`config.mk`:
```
export PLATFORM = sky130hd
export DESIGN_NAME = laser500_sdram_arbiter_flat
export DESIGN_NICKNAME = d
export VERILOG_FILES = /design/src/rtl/laser500_sdram_arbiter_pkg.sv /design/src/rtl/laser500_sdram_arbiter_if.sv /design/src/rtl/laser500_sdram_arbiter_pick.sv /design/src/rtl/laser500_sdram_arbiter.sv /design/src/flat_wrapper.sv
export SDC_FILE = /design/constraint.sdc
export NUM_CORES = 1
export LEC_CHECK = 0
export CORE_MARGIN = 2
export CORE_UTILIZATION = 35
export DETAILED_ROUTE_END_ITERATION = 10
export PLACE_DENSITY_LB_ADDON = 0.3
export SETUP_SLACK_MARGIN = 0.05
export SYNTH_ARGS = -nofsm -noshare
export SYNTH_HDL_FRONTEND = slang
export SYNTH_SLANG_ARGS = --single-unit
```
`constraint.sdc`:
```
create_clock -name F14M -period 5.2 [get_ports F14M]
set_input_delay 0.78 -clock F14M [delete_from_list [all_inputs] [get_ports F14M]]
set_output_delay 0.78 -clock F14M [all_outputs]
set_load 0.01 [all_outputs]
```
`src/rtl/laser500_sdram_arbiter_pkg.sv`:
```
// Shared types and constants for the Laser 500 SDRAM arbiter.
package laser500_sdram_arbiter_pkg;

   localparam int unsigned SDRAM_ADDR_W = 25;

   typedef logic [1:0] gnt_t;

   localparam gnt_t GNT_NONE = 2'd0;
   localparam gnt_t GNT_DIO  = 2'd1;
   localparam gnt_t GNT_VDC  = 2'd2;
   localparam gnt_t GNT_AUX  = 2'd3;

   typedef enum logic [1:0] {
      StIdle,
      StAccess,
      StDone
   } arb_state_t;

   // Only vdc/aux take part in the round-robin; dio has absolute priority.
   function automatic logic is_rr_owner(gnt_t g);
      return (g == GNT_VDC) || (g == GNT_AUX);
   endfunction

endpackage

```
`src/rtl/laser500_sdram_arbiter_if.sv`:
```
// Requester and SDRAM-side signals of the arbiter, bundled with requester/arbiter views.
interface laser500_sdram_arbiter_if
   import laser500_sdram_arbiter_pkg::*;
#(
   parameter int unsigned ADDR_W = SDRAM_ADDR_W
);
   logic              dio_req;
   logic [ADDR_W-1:0] dio_addr;
   logic [7:0]        dio_din;
   logic              dio_ack;

   logic              vdc_req;
   logic              vdc_we;
   logic [ADDR_W-1:0] vdc_addr;
   logic [7:0]        vdc_din;
   logic              vdc_ack;

   logic              aux_req;
   logic              aux_we;
   logic [ADDR_W-1:0] aux_addr;
   logic [7:0]        aux_din;
   logic              aux_ack;

   logic [7:0]        rdata;
   gnt_t              grant;

   logic [ADDR_W-1:0] sdram_addr;
   logic [7:0]        sdram_din;
   logic              sdram_we;
   logic              sdram_oe;
   logic [7:0]        sdram_dout;

   // Requesters plus the SDRAM device.
   modport master (
      output dio_req, dio_addr, dio_din,
      output vdc_req, vdc_we, vdc_addr, vdc_din,
      output aux_req, aux_we, aux_addr, aux_din,
      output sdram_dout,
      input  dio_ack, vdc_ack, aux_ack, rdata, grant,
      input  sdram_addr, sdram_din, sdram_we, sdram_oe
   );

   // The arbiter.
   modport slave (
      input  dio_req, dio_addr, dio_din,
      input  vdc_req, vdc_we, vdc_addr, vdc_din,
      input  aux_req, aux_we, aux_addr, aux_din,
      input  sdram_dout,
      output dio_ack, vdc_ack, aux_ack, rdata, grant,
      output sdram_addr, sdram_din, sdram_we, sdram_oe
   );

endinterface

```
`src/rtl/laser500_sdram_arbiter_pick.sv`:
```
// Winner select: dio absolute priority, vdc/aux alternate on ties via rr_last.
module laser500_sdram_arbiter_pick
   import laser500_sdram_arbiter_pkg::*;
(
   input  logic dio_req,
   input  logic vdc_req,
   input  logic aux_req,
   input  gnt_t rr_last,
   output gnt_t winner
);

   always_comb begin
      winner = GNT_NONE;
      if (dio_req) begin
         winner = GNT_DIO;
      end else if (vdc_req && aux_req) begin
         winner = (rr_last == GNT_VDC) ? GNT_AUX : GNT_VDC;
      end else if (vdc_req) begin
         winner = GNT_VDC;
      end else if (aux_req) begin
         winner = GNT_AUX;
      end
   end

endmodule

```
`src/rtl/laser500_sdram_arbiter.sv`:
```
// Three-way SDRAM port arbiter: one fixed-length access at a time, 1-cycle ack after each.
module laser500_sdram_arbiter
   import laser500_sdram_arbiter_pkg::*;
#(
   parameter int unsigned ADDR_W     = SDRAM_ADDR_W,
   parameter int unsigned ACC_CYCLES = 3
) (
   input logic                    F14M,
   input logic                    RESET,
   laser500_sdram_arbiter_if.slave bus
);

   localparam int unsigned CntW = $clog2(ACC_CYCLES);
   localparam logic [CntW-1:0] CntInit = CntW'(ACC_CYCLES - 1);

   arb_state_t        state_q, state_d;
   logic [CntW-1:0]   cnt_q, cnt_d;
   gnt_t              owner_q, owner_d;
   gnt_t              rr_last_q, rr_last_d;
   logic [ADDR_W-1:0] addr_q, addr_d;
   logic [7:0]        din_q, din_d;
   logic              we_q, we_d;
   logic [7:0]        rdata_q, rdata_d;
   gnt_t              winner;

   laser500_sdram_arbiter_pick u_pick (
      .dio_req (bus.dio_req),
      .vdc_req (bus.vdc_req),
      .aux_req (bus.aux_req),
      .rr_last (rr_last_q),
      .winner  (winner)
   );

   always_ff @(posedge F14M) begin
      if (RESET) begin
         state_q   <= StIdle;
         cnt_q     <= '0;
         owner_q   <= GNT_NONE;
         rr_last_q <= GNT_AUX;
         addr_q    <= '0;
         din_q     <= '0;
         we_q      <= 1'b0;
         rdata_q   <= '0;
      end else begin
         state_q   <= state_d;
         cnt_q     <= cnt_d;
         owner_q   <= owner_d;
         rr_last_q <= rr_last_d;
         addr_q    <= addr_d;
         din_q     <= din_d;
         we_q      <= we_d;
         rdata_q   <= rdata_d;
      end
   end

   always_comb begin
      state_d   = state_q;
      cnt_d     = cnt_q;
      owner_d   = owner_q;
      rr_last_d = rr_last_q;
      addr_d    = addr_q;
      din_d     = din_q;
      we_d      = we_q;
      rdata_d   = rdata_q;
      case (state_q)
         StIdle: begin
            if (winner != GNT_NONE) begin
               state_d = StAccess;
               owner_d = winner;
               cnt_d   = CntInit;
               case (winner)
                  GNT_DIO: begin
                     addr_d = bus.dio_addr;
                     din_d  = bus.dio_din;
                     we_d   = 1'b1;
                  end
                  GNT_VDC: begin
                     addr_d = bus.vdc_addr;
                     din_d  = bus.vdc_din;
                     we_d   = bus.vdc_we;
                  end
                  default: begin
                     addr_d = bus.aux_addr;
                     din_d  = bus.aux_din;
                     we_d   = bus.aux_we;
                  end
               endcase
            end
         end
         StAccess: begin
            if (cnt_q == '0) begin
               state_d = StDone;
               if (!we_q) begin
                  rdata_d = bus.sdram_dout;
               end
            end else begin
               cnt_d = cnt_q - 1'b1;
            end
         end
         StDone: begin
            state_d = StIdle;
            if (is_rr_owner(owner_q)) begin
               rr_last_d = owner_q;
            end
         end
         default: state_d = StIdle;
      endcase
   end

   // Strobes exist only in ACCESS, so every access starts with a fresh we/oe edge.
   always_comb begin
      bus.sdram_addr = addr_q;
      bus.sdram_din  = din_q;
      bus.sdram_we   = 1'b0;
      bus.sdram_oe   = 1'b0;
      bus.grant      = GNT_NONE;
      bus.rdata      = rdata_q;
      bus.dio_ack    = 1'b0;
      bus.vdc_ack    = 1'b0;
      bus.aux_ack    = 1'b0;
      if (state_q == StAccess) begin
         bus.sdram_we = we_q;
         bus.sdram_oe = !we_q;
         bus.grant    = owner_q;
      end
      if (state_q == StDone) begin
         bus.dio_ack = (owner_q == GNT_DIO);
         bus.vdc_ack = (owner_q == GNT_VDC);
         bus.aux_ack = (owner_q == GNT_AUX);
      end
   end

endmodule

```
`src/flat_wrapper.sv`:
```
// flat-port wrapper written by rule: the top's interface ports become plain ports
module laser500_sdram_arbiter_flat import laser500_sdram_arbiter_pkg::*;
#(
   parameter int unsigned ADDR_W     = SDRAM_ADDR_W,
   parameter int unsigned ACC_CYCLES = 3
)
  (F14M, RESET, bus_dio_req, bus_dio_addr, bus_dio_din, bus_vdc_req, bus_vdc_we, bus_vdc_addr, bus_vdc_din, bus_aux_req, bus_aux_we, bus_aux_addr, bus_aux_din, bus_sdram_dout, bus_dio_ack, bus_vdc_ack, bus_aux_ack, bus_rdata, bus_grant, bus_sdram_addr, bus_sdram_din, bus_sdram_we, bus_sdram_oe);
  laser500_sdram_arbiter_if #(.ADDR_W(ADDR_W)) bus_i ();
  input logic F14M;
  input logic RESET;
  input wire logic [$bits(bus_i.dio_req)-1:0] bus_dio_req;
  input wire logic [$bits(bus_i.dio_addr)-1:0] bus_dio_addr;
  input wire logic [$bits(bus_i.dio_din)-1:0] bus_dio_din;
  input wire logic [$bits(bus_i.vdc_req)-1:0] bus_vdc_req;
  input wire logic [$bits(bus_i.vdc_we)-1:0] bus_vdc_we;
  input wire logic [$bits(bus_i.vdc_addr)-1:0] bus_vdc_addr;
  input wire logic [$bits(bus_i.vdc_din)-1:0] bus_vdc_din;
  input wire logic [$bits(bus_i.aux_req)-1:0] bus_aux_req;
  input wire logic [$bits(bus_i.aux_we)-1:0] bus_aux_we;
  input wire logic [$bits(bus_i.aux_addr)-1:0] bus_aux_addr;
  input wire logic [$bits(bus_i.aux_din)-1:0] bus_aux_din;
  input wire logic [$bits(bus_i.sdram_dout)-1:0] bus_sdram_dout;
  output wire logic [$bits(bus_i.dio_ack)-1:0] bus_dio_ack;
  output wire logic [$bits(bus_i.vdc_ack)-1:0] bus_vdc_ack;
  output wire logic [$bits(bus_i.aux_ack)-1:0] bus_aux_ack;
  output wire logic [$bits(bus_i.rdata)-1:0] bus_rdata;
  output wire logic [$bits(bus_i.grant)-1:0] bus_grant;
  output wire logic [$bits(bus_i.sdram_addr)-1:0] bus_sdram_addr;
  output wire logic [$bits(bus_i.sdram_din)-1:0] bus_sdram_din;
  output wire logic [$bits(bus_i.sdram_we)-1:0] bus_sdram_we;
  output wire logic [$bits(bus_i.sdram_oe)-1:0] bus_sdram_oe;
  assign bus_i.dio_req = bus_dio_req;
  assign bus_i.dio_addr = bus_dio_addr;
  assign bus_i.dio_din = bus_dio_din;
  assign bus_i.vdc_req = bus_vdc_req;
  assign bus_i.vdc_we = bus_vdc_we;
  assign bus_i.vdc_addr = bus_vdc_addr;
  assign bus_i.vdc_din = bus_vdc_din;
  assign bus_i.aux_req = bus_aux_req;
  assign bus_i.aux_we = bus_aux_we;
  assign bus_i.aux_addr = bus_aux_addr;
  assign bus_i.aux_din = bus_aux_din;
  assign bus_i.sdram_dout = bus_sdram_dout;
  assign bus_dio_ack = bus_i.dio_ack;
  assign bus_vdc_ack = bus_i.vdc_ack;
  assign bus_aux_ack = bus_i.aux_ack;
  assign bus_rdata = bus_i.rdata;
  assign bus_grant = bus_i.grant;
  assign bus_sdram_addr = bus_i.sdram_addr;
  assign bus_sdram_din = bus_i.sdram_din;
  assign bus_sdram_we = bus_i.sdram_we;
  assign bus_sdram_oe = bus_i.sdram_oe;
  laser500_sdram_arbiter #(.ADDR_W(ADDR_W), .ACC_CYCLES(ACC_CYCLES)) u_core (.F14M(F14M), .RESET(RESET), .bus(bus_i));
endmodule
```
Word-level counts from Yosys, hierarchy flattened --
Index checks and enable logic that the tools add are counted.
Word-level totals: bits in registers 50, bits of input ports 114
Operators by class: add/subtract/negate cells 1, equal/unequal tests 11, multiplexer cells 20, bitwise logic cells 1, reduce and logical (&&, ||, !) cells 12
Operators with widths (count):
- 25-bit one-hot mux with 2 select lines | 1
- 2-bit 2-to-1 mux | 9
- 8-bit one-hot mux with 2 select lines | 1
- 2-bit == test, second input constant | 5
- 2-bit one-hot mux with 2 select lines | 2
- 2-bit by 1-bit == test with 1-bit output, second input constant | 3
- 1-bit 2-to-1 mux | 6
- 2-bit AND reduction | 3
- 3-bit AND reduction | 2
- 2-bit logical NOT | 2
- 2-bit by 1-bit inequality test with 1-bit output, second input constant | 2
- 2-bit nonzero test | 2
- 2-bit inequality test, second input constant | 1
- 1-bit one-hot mux with 2 select lines | 1
- 2-bit by 1-bit subtractor with 2-bit output, second input constant | 1
- 1-bit logical AND | 1
- 1-bit logical NOT | 1
- 1-bit logical OR | 1
- 1-bit NOT | 1

Longest topological paths before layout --
Gate-level depths: netlist of run 1.
depth in word-level cells 7, depth in mapped cells 9, mapped depth without buffers 7

Hierarchy --
Synthesis of run 1 repeated with hierarchy kept, for this count alone.
Second synthesis, totals: cells, all modules 276, area, all modules 2413.6 um^2
Modules (own cells, without submodules):
- laser500_sdram_arbiter | instances 1, cells each 270, area each 2379.8 um^2
- laser500_sdram_arbiter_pick | instances 1, cells each 6, area each 33.8 um^2

Worst setup path after synthesis of run 1 --
OpenSTA, ideal clock, no wires.
path kind in2reg, start point in bus_dio_req, end point reg u_core.addr_q[12], in the netlist u_core.bus.sdram_addr[12], library setup time 0.114 ns, data arrival time 2.725 ns, slack 2.361 ns, stages on the path 9, buffers on the path 5, cell sequence clkbuf_1 > clkbuf_1 > a311oi_1 > ha_1 > buf_2 > buf_2 > clkbuf_1 > a211oi_2 > a21o_1
On the way: longest elaborated chain between the ends 3, elaborated cells on any way between the ends 6
Ends and longest elaborated chain:
- start, declared | line flat_wrapper.sv:11 | input wire logic [$bits(bus_i.dio_req)-1:0] bus_dio_req;
- 2-bit 2-to-1 mux (*) | line laser500_sdram_arbiter_pick.sv:14 | if (dio_req) begin
- 2-bit == test, or another cell as far along | line laser500_sdram_arbiter.sv:71 | case (winner)
- 25-bit one-hot mux with 2 select lines / 2-bit AND reduction (equally long branches)
- end signal, assigned | line laser500_sdram_arbiter.sv:49 | addr_q <= addr_d;
- end, declared | line laser500_sdram_arbiter.sv:20 | logic [ADDR_W-1:0] addr_q, addr_d;
Every way passes the cells marked *; elsewhere a longest branch is shown, timed or not. A chain may end at the register's enable or synchronous reset.

Worst setup path in the final report of run 1 --
start point in bus_dio_req, end point reg u_core.din_q[5], in the netlist u_core.bus.sdram_din[5]
On the way: longest elaborated chain between the ends 3, elaborated cells on any way between the ends 6
Ends and longest elaborated chain:
- 2-bit 2-to-1 mux (*) | line laser500_sdram_arbiter_pick.sv:14
- 2-bit == test, or another cell as far along | line laser500_sdram_arbiter.sv:71
- 8-bit one-hot mux with 2 select lines / 2-bit AND reduction (equally long branches)
- end signal, assigned | line laser500_sdram_arbiter.sv:50 | din_q <= din_d;
- end, declared | line laser500_sdram_arbiter.sv:21 | logic [7:0] din_q, din_d;
Marked as above.

==> results by group, run 1 <==
Setup path
  • Slowest stage delay, CP: 0.81 ns
  • Setup crit end kind: flop
  • CP top delay family: buffers and inverters
  • Crit path arrival time: 3.67 ns
  • CP dominant cell by count: buf_4
  • CP bufs+invs: 3
  • Worst path slowest cell: ha_2
  • Crit start category: input port
  • Critical path class: in -> reg
  • Critical Path Fanout Max: 38
  • Worst Path Required: 5.44 ns
  • CP Cell Sequence: clkdlybuf4s50_1 > buf_4 > a311oi_1 > ha_2 > buf_4 > nor2_1 > a211oi_2 > a21o_1

Place
  • Post-DP HPWL: 6020 um
  • DP Cell Count: 511
  • Gpl congestion: 0.728
  • PortBufs: 161
  • DP Area: 0.00424 mm^2

Pwr
  • Peak supply drop: 164 uV
  • Sw Pwr: 326 uW
  • PwrDens: 252 mW/mm^2
  • Combinational power share: 37.6%
  • LEAKAGE: 0.00180 uW
  • Switching Fraction: 30.0%
  • Clock Power Share: 19.5%
  • Total power: 1090 uW
  • Part of the power in registers: 42.9%
  • Internal power: 760 uW

Synthesis
  • Synth Area in Simple Gates: 12.3%
  • Top_reg_cell synth: dfxtp_1
  • Sequential area share after synthesis: 38.5%
  • Top cells by area, synth: dfxtp_1 39%, a211oi_2 14%, a21o_1 9.5%
  • Synth Area in XOR/XNOR: 0%
  • Synth Area in Compound Gates: 37.8%
  • Unique masters post-synth: 33
  • Post-synthesis adder-cell area fraction: 1.93%
  • Largest family of logic cells by synthesized area: compound AO/OA/AOI/OAI gates
  • Synth area leader: dfxtp_1
  • Synthesized area per cell: 9.45 um^2
  • Number of synthesized flops with an enable pin: 0
  • Mapped Cells: 275
  • Mapped cell area: 0.00260 mm^2
  • Synth top area share: 38.5%
  • Synth Register Bits: 50
  • Synth Warn #: 0
  • Async SR Flop Fraction: 0%
  • Synth Net Count: 393
  • Mux cell area share after synthesis: 3.47%

Detailed routing
  • Vias: 2621
  • Drt pass-1 iters: 4
  • WL met2: 3740 um
  • ANT nets after route: 0
  • Max layer used: met4
  • Routed met3 length: 753 um
  • Initial DRC count: 74
  • Met1 WL: 3390 um
  • Routed WL per cell: 15.4 um
  • Via density: 5.06
  • Final WL: 7950 um
  • Drc violations: 0

Min path
  • Worst hold path type: reg -> reg

Global routing
  • First-pass GRT wire length: 13000 um
  • Number of antenna violations at the first check in global routing: 0
  • Vias in the first global route: 2670
  • GR Overflow Total: 0
  • Largest net degree at the start of global routing: 39
  • Total global-route track usage: 19.5%

STA
  • Slew headroom: 19.2%
  • Final setup fails: 0
  • Tcrit/Tclk final: 65.9%
  • Clk_skew: 0.00184 ns
  • Final setup TNS: 0 ns
  • Number of slew-limit violations in the final report: 0
  • RSZ-0062 raised after global routing: no
  • FMAX: 292 MHz
  • Worst-Margin Slew: 1.19 ns
  • Clock period minus worst slack: 3.43 ns
  • Fin. Hold Viols: 0

Floorplan
  • Starting density of the core: 36.0%
  • Die area: 0.00813 mm^2
  • Die height: 90.1 um
  • Io pins: 162
  • Cell row count: 31
  • Core Box Area: 0.00721 mm^2
  • Die outline width: 90.1 um

Final layout
  • Fin area: 0.00432 mm^2
  • Fillers: 654
  • Multi-input logic area: 0.00146 mm^2
  • ANT cells: 0
  • Layout area overhead: 66.2%
  • Commonest non-fill, non-tap cell in the layout: clkdlybuf4s50_1
  • Ratio of cells with drive above 1 in the final layout: 10.7%
  • Final Util: 59.8%
  • Final Non-Filler Cells: 518
  • Most frequent cells in the layout: 161 x clkdlybuf4s50_1, 50 x dfxtp_1, 47 x nor2_1
  • Nets: 537
  • Register area: 0.00100 mm^2

Clocking
  • Clock Root Buffer: clkbuf_8
  • PostCTS Resize Cnt: 0
  • Cts bufs inserted: 5
  • CTS tree: built
  • Clock buffer depth: 2
  • CTS Hold Bufs: 0
  • Setup Buffers After CTS: 0
  • Clock insertion delay at the later pin of the skew report: 0.29 ns
  • Clock Pin Slew Worst Setup and Hold Paths: 0.08 ns
  • H-tree Lvls: 2
  • TritonCTS Sinks: 50

Run status
  • Outcome: finished clean

Job
  • Max-cap violations: 0
==> per-layer routing <==
metal	vias to the layer above	GRT usage [%]
li1	1295	-
met1	1205	23.5
met2	114	33.3
met3	7	6.71
met4	0	4.74
met5	-	0
==> registers in the layout (all words and copies together), names as in the netlist <==
name and cells:
u_core.we_q 1, u_core.state_q 2, u_core.bus.sdram_addr 25, u_core.rr_last_q 2
u_core.cnt_q 2, u_core.bus.rdata 8, u_core.owner_q 2, u_core.bus.sdram_din 8
==> synth_stat cells (3+ instances only) <==
cell	instances
a211oi_1	4
a211oi_2	30
a21o_1	33
a22oi_1	33
and2_1	4
buf_2	6
buf_6	3
clkbuf_1	18
dfxtp_1	50
ha_1	4
inv_1	5
mux2i_1	9
nor2_1	48
nor2b_1	5
==> through the flow <==
step | hold WS [ns] | setup WS (ns)
after floorplan | 0.416 | 2.36
after global placement | 0.429 | 1.58
after detailed placement | 0.432 | 1.46
after CTS | 0.456 | 1.79
after global routing | 0.469 | 1.55
final | 0.450 | 1.77
==> final timing paths <==
kind | start | depth (start not counted) | slack, ns | to
worst max-delay path | bus_dio_req | 8 | 1.77 | u_core.bus.sdram_din[5]
worst max register to register | u_core.rr_last_q[0] | 7 | 2.53 | u_core.bus.sdram_din[5]
worst min-delay path | u_core.rr_last_q[1] | 1 | 0.45 | u_core.rr_last_q[1]
worst min register to register | u_core.rr_last_q[1] | 1 | 0.45 | u_core.rr_last_q[1]
==> logic make-up (layout without fill, tap and decap cells) <==
logic type               after synthesis  count (layout)
AO/OA/AOI/OAI                        111             111
buffers and inverters                 33             177
flip-flops                            50              50
AND/OR/NAND/NOR                       68              68
adder cells (fa/ha/maj)                4               4
multiplexers                           9               9
==> final cells by class <==
cell class	instances	share of cell area (%)
inverters	5	0.435
clock buffers	7	1.77
multi-input cells	192	33.7
repair buffers	165	38.0
well taps	99	2.87
flip-flops and latches	50	23.2
==> power groups by stage <==
stage | sequential [uW] | combinational, uW | clock (uW)
after global placement | 474 | 404 | 0
after CTS | 467 | 413 | 222
final | 466 | 408 | 212
after global routing | 473 | 442 | 240
after floorplan | 488 | 188 | 0
after detailed placement | 475 | 412 | 0
(Power assumes the default switching activity.)
==> inputs of run 2 (changes only) <==
clock period = 3.4 ns   (was 5.2 ns; I/O delays follow)
==> run 2 against run 1 <==
Routed wire length is 1.8% higher. Sequential cell count stayed put. Utilization increased by 1.0 points. Global-route usage fell by 0.099 points. Combinational power increased by 56%. Clock power rose by 67%. Clock skew up 0.0073 ns. Worst hold slack improved by 0.0075 ns. Largest power group unchanged.
==> results by group, run 2 (synthesis results as in run 1) <==
Floorplan
  • Starting density of the core: 36.0% (unchanged)
  • Cell row count: 31 (unchanged)
  • Die outline width: 90.1 um (unchanged)
  • Io pins: 162 (unchanged)
  • Core Box Area: 0.00721 mm^2 (unchanged)
  • Die height: 90.1 um (unchanged)
  • Die area: 0.00813 mm^2 (unchanged)

Place
  • PortBufs: 161 (unchanged)
  • Gpl congestion: 0.760 (+4.4%)
  • Dpl ws: 0.382 ns (-1.08 ns)
  • Post-DP HPWL: 6190 um (+3.0%)

Global routing
  • GR Overflow Total: 0 (unchanged)
  • Largest net degree at the start of global routing: 39 (unchanged)
  • Number of antenna violations at the first check in global routing: 0 (unchanged)
  • First-pass GRT wire length: 12900 um (-1.0%)
  • Total global-route track usage: 19.4% (-0.099 points)
  • Vias in the first global route: 2601 (-2.6%)

Final layout
  • Ratio of cells with drive above 1 in the final layout: 12.4% (+1.7 points)
  • Commonest non-fill, non-tap cell in the layout: clkdlybuf4s50_1
  • Nets: 543 (+1.1%)
  • Multi-input logic area: 0.00146 mm^2 (unchanged)
  • Max reg flops: 25 (unchanged)
  • Register area: 0.00100 mm^2 (unchanged)
  • Final Util: 60.8% (+1.0 points)
  • ANT cells: 0 (unchanged)
  • Fillers: 652 (-0.31%)
  • Layout area overhead: 69.0%
  • Most frequent cells in the layout: 161 x clkdlybuf4s50_1, 50 x dfxtp_1, 47 x nor2_1

Setup path
  • Critical path class: in -> reg
  • Critical Path Fanout Max: 18 (-53%)
  • Critical R2R Launch: u_core.rr_last_q[0]
  • Worst R2R End: u_core.bus.sdram_din[5]
  • Worst-case reg-to-reg path depth: 7 (unchanged)
  • Crit start category: input port
  • CP startpoint: bus_dio_req
  • CP Capture Point: u_core.bus.sdram_din[5]
  • Worst Path Required: 3.64 ns (-1.80 ns)
  • Worst reg2reg setup slack: 1.16 ns (-1.37 ns)
  • Setup crit end kind: flop
  • Crit path arrival time: 2.90 ns (-0.77 ns)

Clocking
  • Setup Buffers After CTS: 0 (unchanged)
  • H-tree Lvls: 2 (unchanged)
  • Clock insertion delay at the later pin of the skew report: 0.30 ns (about the same)
  • Clock buffer depth: 2 (unchanged)
  • PostCTS Resize Cnt: 0 (unchanged)
  • CTS tree: built
  • Cts bufs inserted: 5 (unchanged)
  • CTS Hold Bufs: 0 (unchanged)
  • Clock Pin Slew Worst Setup and Hold Paths: 0.09 ns (about the same)
  • TritonCTS Sinks: 50 (unchanged)
  • Clock Root Buffer: clkbuf_8

Pwr
  • PwrDens: 388 mW/mm^2 (+54%)
  • Peak supply drop: 264 uV (+61%)
  • LEAKAGE: 0.00184 uW (+2.3%)

STA
  • Clk_skew: 0.00918 ns (+0.00734 ns)
  • Number of slew-limit violations in the final report: 0 (unchanged)
  • Worst Setup Slack, final: 0.740 ns (-1.04 ns)
  • Final setup fails: 0 (unchanged)
  • Min Hold Slack: 0.457 ns (+0.00755 ns)
  • Clock period minus worst slack: 2.66 ns
  • FMAX: 376 MHz
  • RSZ-0062 raised after global routing: no
  • Final setup TNS: 0 ns (unchanged)
  • Fin. Hold Viols: 0 (unchanged)
  • Worst-Margin Slew: 0.701 ns (-0.494 ns)
  • Slew headroom: 53.2% (+34 points)
  • Tcrit/Tclk final: 78.2%

Run status
  • Outcome: finished clean

Detailed routing
  • Final WL: 8100 um (+1.8%)
  • Drc violations: 0 (unchanged)
  • Via density: 5.04 (-0.39%)
  • ANT nets after route: 0 (unchanged)
  • Initial DRC count: 91 (+23%)
  • Vias: 2646 (+0.95%)
  • Routed WL per cell: 15.4 um (+0.42%)
  • Drt pass-1 iters: 4 (unchanged)

Job
  • Max-cap violations: 0 (unchanged)

Min path
  • Worst hold path type: reg -> reg
run 2: cell count changes in the layout (fill, tap and decap cells not counted):
cell,delta
clkbuf_1,-1
buf_12,+1
clkinv_2,+1
clkbuf_8,+1
buf_4,+5
run 2: worst min path at each step:
| stage | startpoint | endpoint | slack, ns | cells after the start |
|---|---|---|---|---|
| after floorplan | u_core.rr_last_q[1] | u_core.rr_last_q[1] | 0.42 | 1 |
| after global placement | u_core.bus.sdram_addr[18] | u_core.bus.sdram_addr[18] | 0.43 | 1 |
| after detailed placement | u_core.bus.sdram_addr[11] | u_core.bus.sdram_addr[11] | 0.44 | 1 |
| after CTS | u_core.bus.sdram_din[0] | u_core.bus.sdram_din[0] | 0.46 | 1 |
| after global routing | u_core.bus.sdram_addr[14] | u_core.bus.sdram_addr[14] | 0.47 | 1 |
| final | u_core.bus.sdram_addr[11] | u_core.bus.sdram_addr[11] | 0.46 | 1 |
run 2: area by class of cell:
class | count | area share [%]
Clock buffer | 7 | 1.97
Clock inverter | 1 | 0.114
Inverter | 5 | 0.428
Multi-Input combinational cell | 192 | 33.2
Sequential cell | 50 | 22.8
Tap cell | 99 | 2.82
Timing Repair Buffer | 171 | 38.7
run 2: critical path: stages:
cell and delay, ns:
clkdlybuf4s50_1 0.56, a311oi_1 0.40, ha_2 0.28, nor3_2 0.08, nor2_2 0.56, buf_4 0.35, a21o_1 0.15
run 2: routing by layer:
| layer | GRT usage [%] | part of all wire [%] | up-vias |
|---|---|---|---|
| met2 | 34.3 | 48 | 110 |
| met3 | 6.29 | 8.0 | 5 |
| met1 | 23.2 | 44 | 1224 |
| met5 | 0 | 0 | - |
| li1 | - | - | 1307 |
| met4 | 3.46 | 0.51 | 0 |
run 2: power breakdown:
| group | switching (uW) | internal [uW] |
|---|---|---|
| Clock | 189 | 165 |
| Combinational | 272 | 365 |
| Sequential | 49.7 | 663 |
run 2: through the flow:
stage / total power [uW] / area [um^2] / instances
2_1_floorplan: 1030 / 2600 / 275
3_3_place_gp: 1350 / 4300 / 517
3_5_place_dp: 1370 / 4300 / 517
4_1_cts: 1730 / 4390 / 525
5_1_grt: 1810 / 4390 / 525
6_report: 1700 / 4390 / 525
==> inputs of run 3 (changes only) <==
CORE_UTILIZATION = 33   (was 35)
clock period = 2.3 ns   (was 3.4 ns; I/O delays follow)
==> run 3 against run 2 <==
Largest power group unchanged. Worst hold slack lost 0.0045 ns. Highest routed layer unchanged. Cell count rose by 1.9%. Count of clock-buffer cells in the layout stayed put. Clock power grew 34%.
==> results by group, run 3 (synthesis results as in run 1) <==
Clocking
  • Clock Root Buffer: clkbuf_8
  • Clock insertion delay at the later pin of the skew report: 0.29 ns (about the same)
  • Cts bufs inserted: 5 (unchanged)
  • Clock buffer depth: 2 (unchanged)
  • TritonCTS Sinks: 50 (unchanged)
  • CTS Hold Bufs: 0 (unchanged)
  • CTS tree: built
  • H-tree Lvls: 2 (unchanged)
  • Clock Pin Slew Worst Setup and Hold Paths: 0.08 ns (about the same)

Floorplan
  • Die height: 92.7 um (+2.9%)
  • Die area: 0.00860 mm^2 (+5.8%)
  • Starting density of the core: 33.8% (-2.2 points)
  • Die outline width: 92.7 um (+2.9%)
  • Io pins: 162 (unchanged)
  • Cell row count: 32 (+3.2%)
  • Core Box Area: 0.00769 mm^2 (+6.6%)

STA
  • Slew headroom: 69.6% (+16 points)
  • Worst-Margin Slew: 0.457 ns (-0.245 ns)
  • FMAX: 474 MHz
  • Final setup fails: 0 (unchanged)
  • RSZ-0062 raised after global routing: no
  • Tcrit/Tclk final: 91.8%
  • Number of slew-limit violations in the final report: 0 (unchanged)
  • Clk_skew: 0.00736 ns (-0.00182 ns)
  • Fin. Hold Viols: 0 (unchanged)
  • Clock period minus worst slack: 2.11 ns

Detailed routing
  • Via density: 5.03 (-0.24%)
  • Drt pass-1 iters: 4 (unchanged)
  • Drc violations: 0 (unchanged)
  • ANT nets after route: 0 (unchanged)
  • Vias: 2690 (+1.7%)
  • Routed WL per cell: 15.0 um (-2.5%)
  • Final WL: 8040 um (-0.68%)
  • Initial DRC count: 73 (-20%)

Final layout
  • Nets: 551 (+1.5%)
  • Most frequent cells in the layout: 161 x clkdlybuf4s50_1, 50 x dfxtp_1, 47 x nor2_1
  • Layout area overhead: 74.3%
  • Final Util: 58.9% (-2.0 points)
  • Max reg flops: 25 (unchanged)
  • ANT cells: 0 (unchanged)
  • Final Non-Filler Cells: 535 (+1.9%)
  • Commonest non-fill, non-tap cell in the layout: clkdlybuf4s50_1
  • Fillers: 677 (+3.8%)
  • Ratio of cells with drive above 1 in the final layout: 14.8% (+2.3 points)

Global routing
  • GR Overflow Total: 0 (unchanged)
  • Largest net degree at the start of global routing: 37 (-5.1%)
  • Number of antenna violations at the first check in global routing: 0 (unchanged)
  • Total global-route track usage: 18.0% (-1.4 points)
  • First-pass GRT wire length: 12500 um (-3.1%)
  • Vias in the first global route: 2610 (+0.35%)

Setup path
  • Critical path class: reg -> out
  • Crit start category: flop
  • Worst Path Required: 1.96 ns (-1.68 ns)
  • Worst-case reg-to-reg path depth: 8 (+1)
  • Worst R2R End: u_core.bus.sdram_addr[18]
  • CP Cell Sequence: nor4bb_1 > clkdlybuf4s50_1
  • Slowest stage delay, CP: 0.58 ns (+0.02 ns)
  • CP startpoint: u_core.state_q[1]
  • CP top delay family: buffers and inverters
  • Setup crit end kind: output port
  • Critical R2R Launch: u_core.rr_last_q[0]
  • CP bufs+invs: 1 (-1)
  • Worst reg2reg setup slack: 0.50 ns (-0.66 ns)
  • Worst path slowest cell: clkdlybuf4s50_1
  • Critical Path Fanout Max: 11 (-7)
  • Crit path arrival time: 1.77 ns (-1.13 ns)

Place
  • Gpl congestion: 0.725 (-4.6%)
  • PortBufs: 161 (unchanged)
  • Post-DP HPWL: 6130 um (-0.97%)
  • DP Cell Count: 528 (+2.1%)

Pwr
  • Sw Pwr: 753 uW (+48%)
  • Combinational power share: 39.9% (+2.5 points)
  • Peak supply drop: 330 uV (+25%)
  • LEAKAGE: 0.00190 uW (+3.1%)
  • Part of the power in registers: 41.3% (-0.6 points)
  • Internal power: 1780 uW (+49%)
  • Switching Fraction: 29.8% (-0.21 points)
  • Clock Power Share: 18.8% (-2.0 points)
  • PwrDens: 559 mW/mm^2 (+44%)

Min path
  • Hold Path End: u_core.bus.sdram_addr[3]
  • Worst Hold Depth: 1 (unchanged)
  • Worst Hold Launch: u_core.bus.sdram_addr[3]
  • Worst hold path type: reg -> reg

Run status
  • Outcome: finished clean

Job
  • Max-cap violations: 0 (unchanged)
run 3: cell count changes in the layout (fill, tap and decap cells not counted), moves of 2 or more:
cell | previous run | this run
buf_12 | 1 | 5
buf_4 | 9 | 11
buf_8 | 0 | 2
nor2b_1 | 5 | 3
nor2b_2 | 0 | 2
run 3: metal layers:
metal | track usage [%] | wire [um] | vias to the layer above
met3 | 6.10 | 711 | 6
li1 | - | - | 1327
met5 | 0 | 0 | -
met1 | 21.3 | 3430 | 1253
met2 | 32.1 | 3850 | 104
met4 | 2.94 | 57 | 0
run 3: final cells by class:
type                            instances  area [um^2]  area share (%)
Clock buffer                            7         76.3            1.69
Timing Repair Buffer                  179         1820            40.3
Tap cell                              102          128            2.82
Multi-Input combinational cell        192         1480            32.7
Sequential cell                        50         1000            22.1
Inverter                                5         18.8           0.415
run 3: how the worst max path moves through the flow:
stage | end | cells after the start
6_report | bus_dio_ack | 2
5_1_grt | u_core.bus.sdram_addr[19] | 9
4_1_cts | u_core.bus.sdram_addr[3] | 8
3_5_place_dp | u_core.bus.sdram_addr[0] | 8
3_3_place_gp | u_core.bus.sdram_addr[1] | 8
2_1_floorplan | u_core.bus.sdram_addr[10] | 9
run 3: power groups by stage:
stage,clock network (uW),registers [uW],logic [uW]
4_1_cts,500,1050,1010
3_5_place_dp,0,1060,1010
6_report,476,1050,1010
2_1_floorplan,0,1100,426
3_3_place_gp,0,1060,989
5_1_grt,539,1060,1090
run 3: repair_timing:
action | in CTS | in global routing
gates resized for setup | 1 | 8
buffers inserted | 0 | 0
endpoints found under the setup margin | 1 | 31
run 3: metrics by stage:
| step | setup TNS [ns] | setup WS (ns) | hold WS [ns] | power [uW] | area [um^2] |
|---|---|---|---|---|---|
| after floorplan | 0 | 0.0689 | 0.436 | 1530 | 2610 |
| after global placement | -4.54 | -0.192 | 0.432 | 2050 | 4420 |
| after detailed placement | -6.84 | -0.269 | 0.438 | 2070 | 4420 |
| after CTS | 0 | 0.0753 | 0.459 | 2560 | 4500 |
| after global routing | 0 | 0.0620 | 0.483 | 2690 | 4530 |
| final | 0 | 0.190 | 0.453 | 2530 | 4530 |
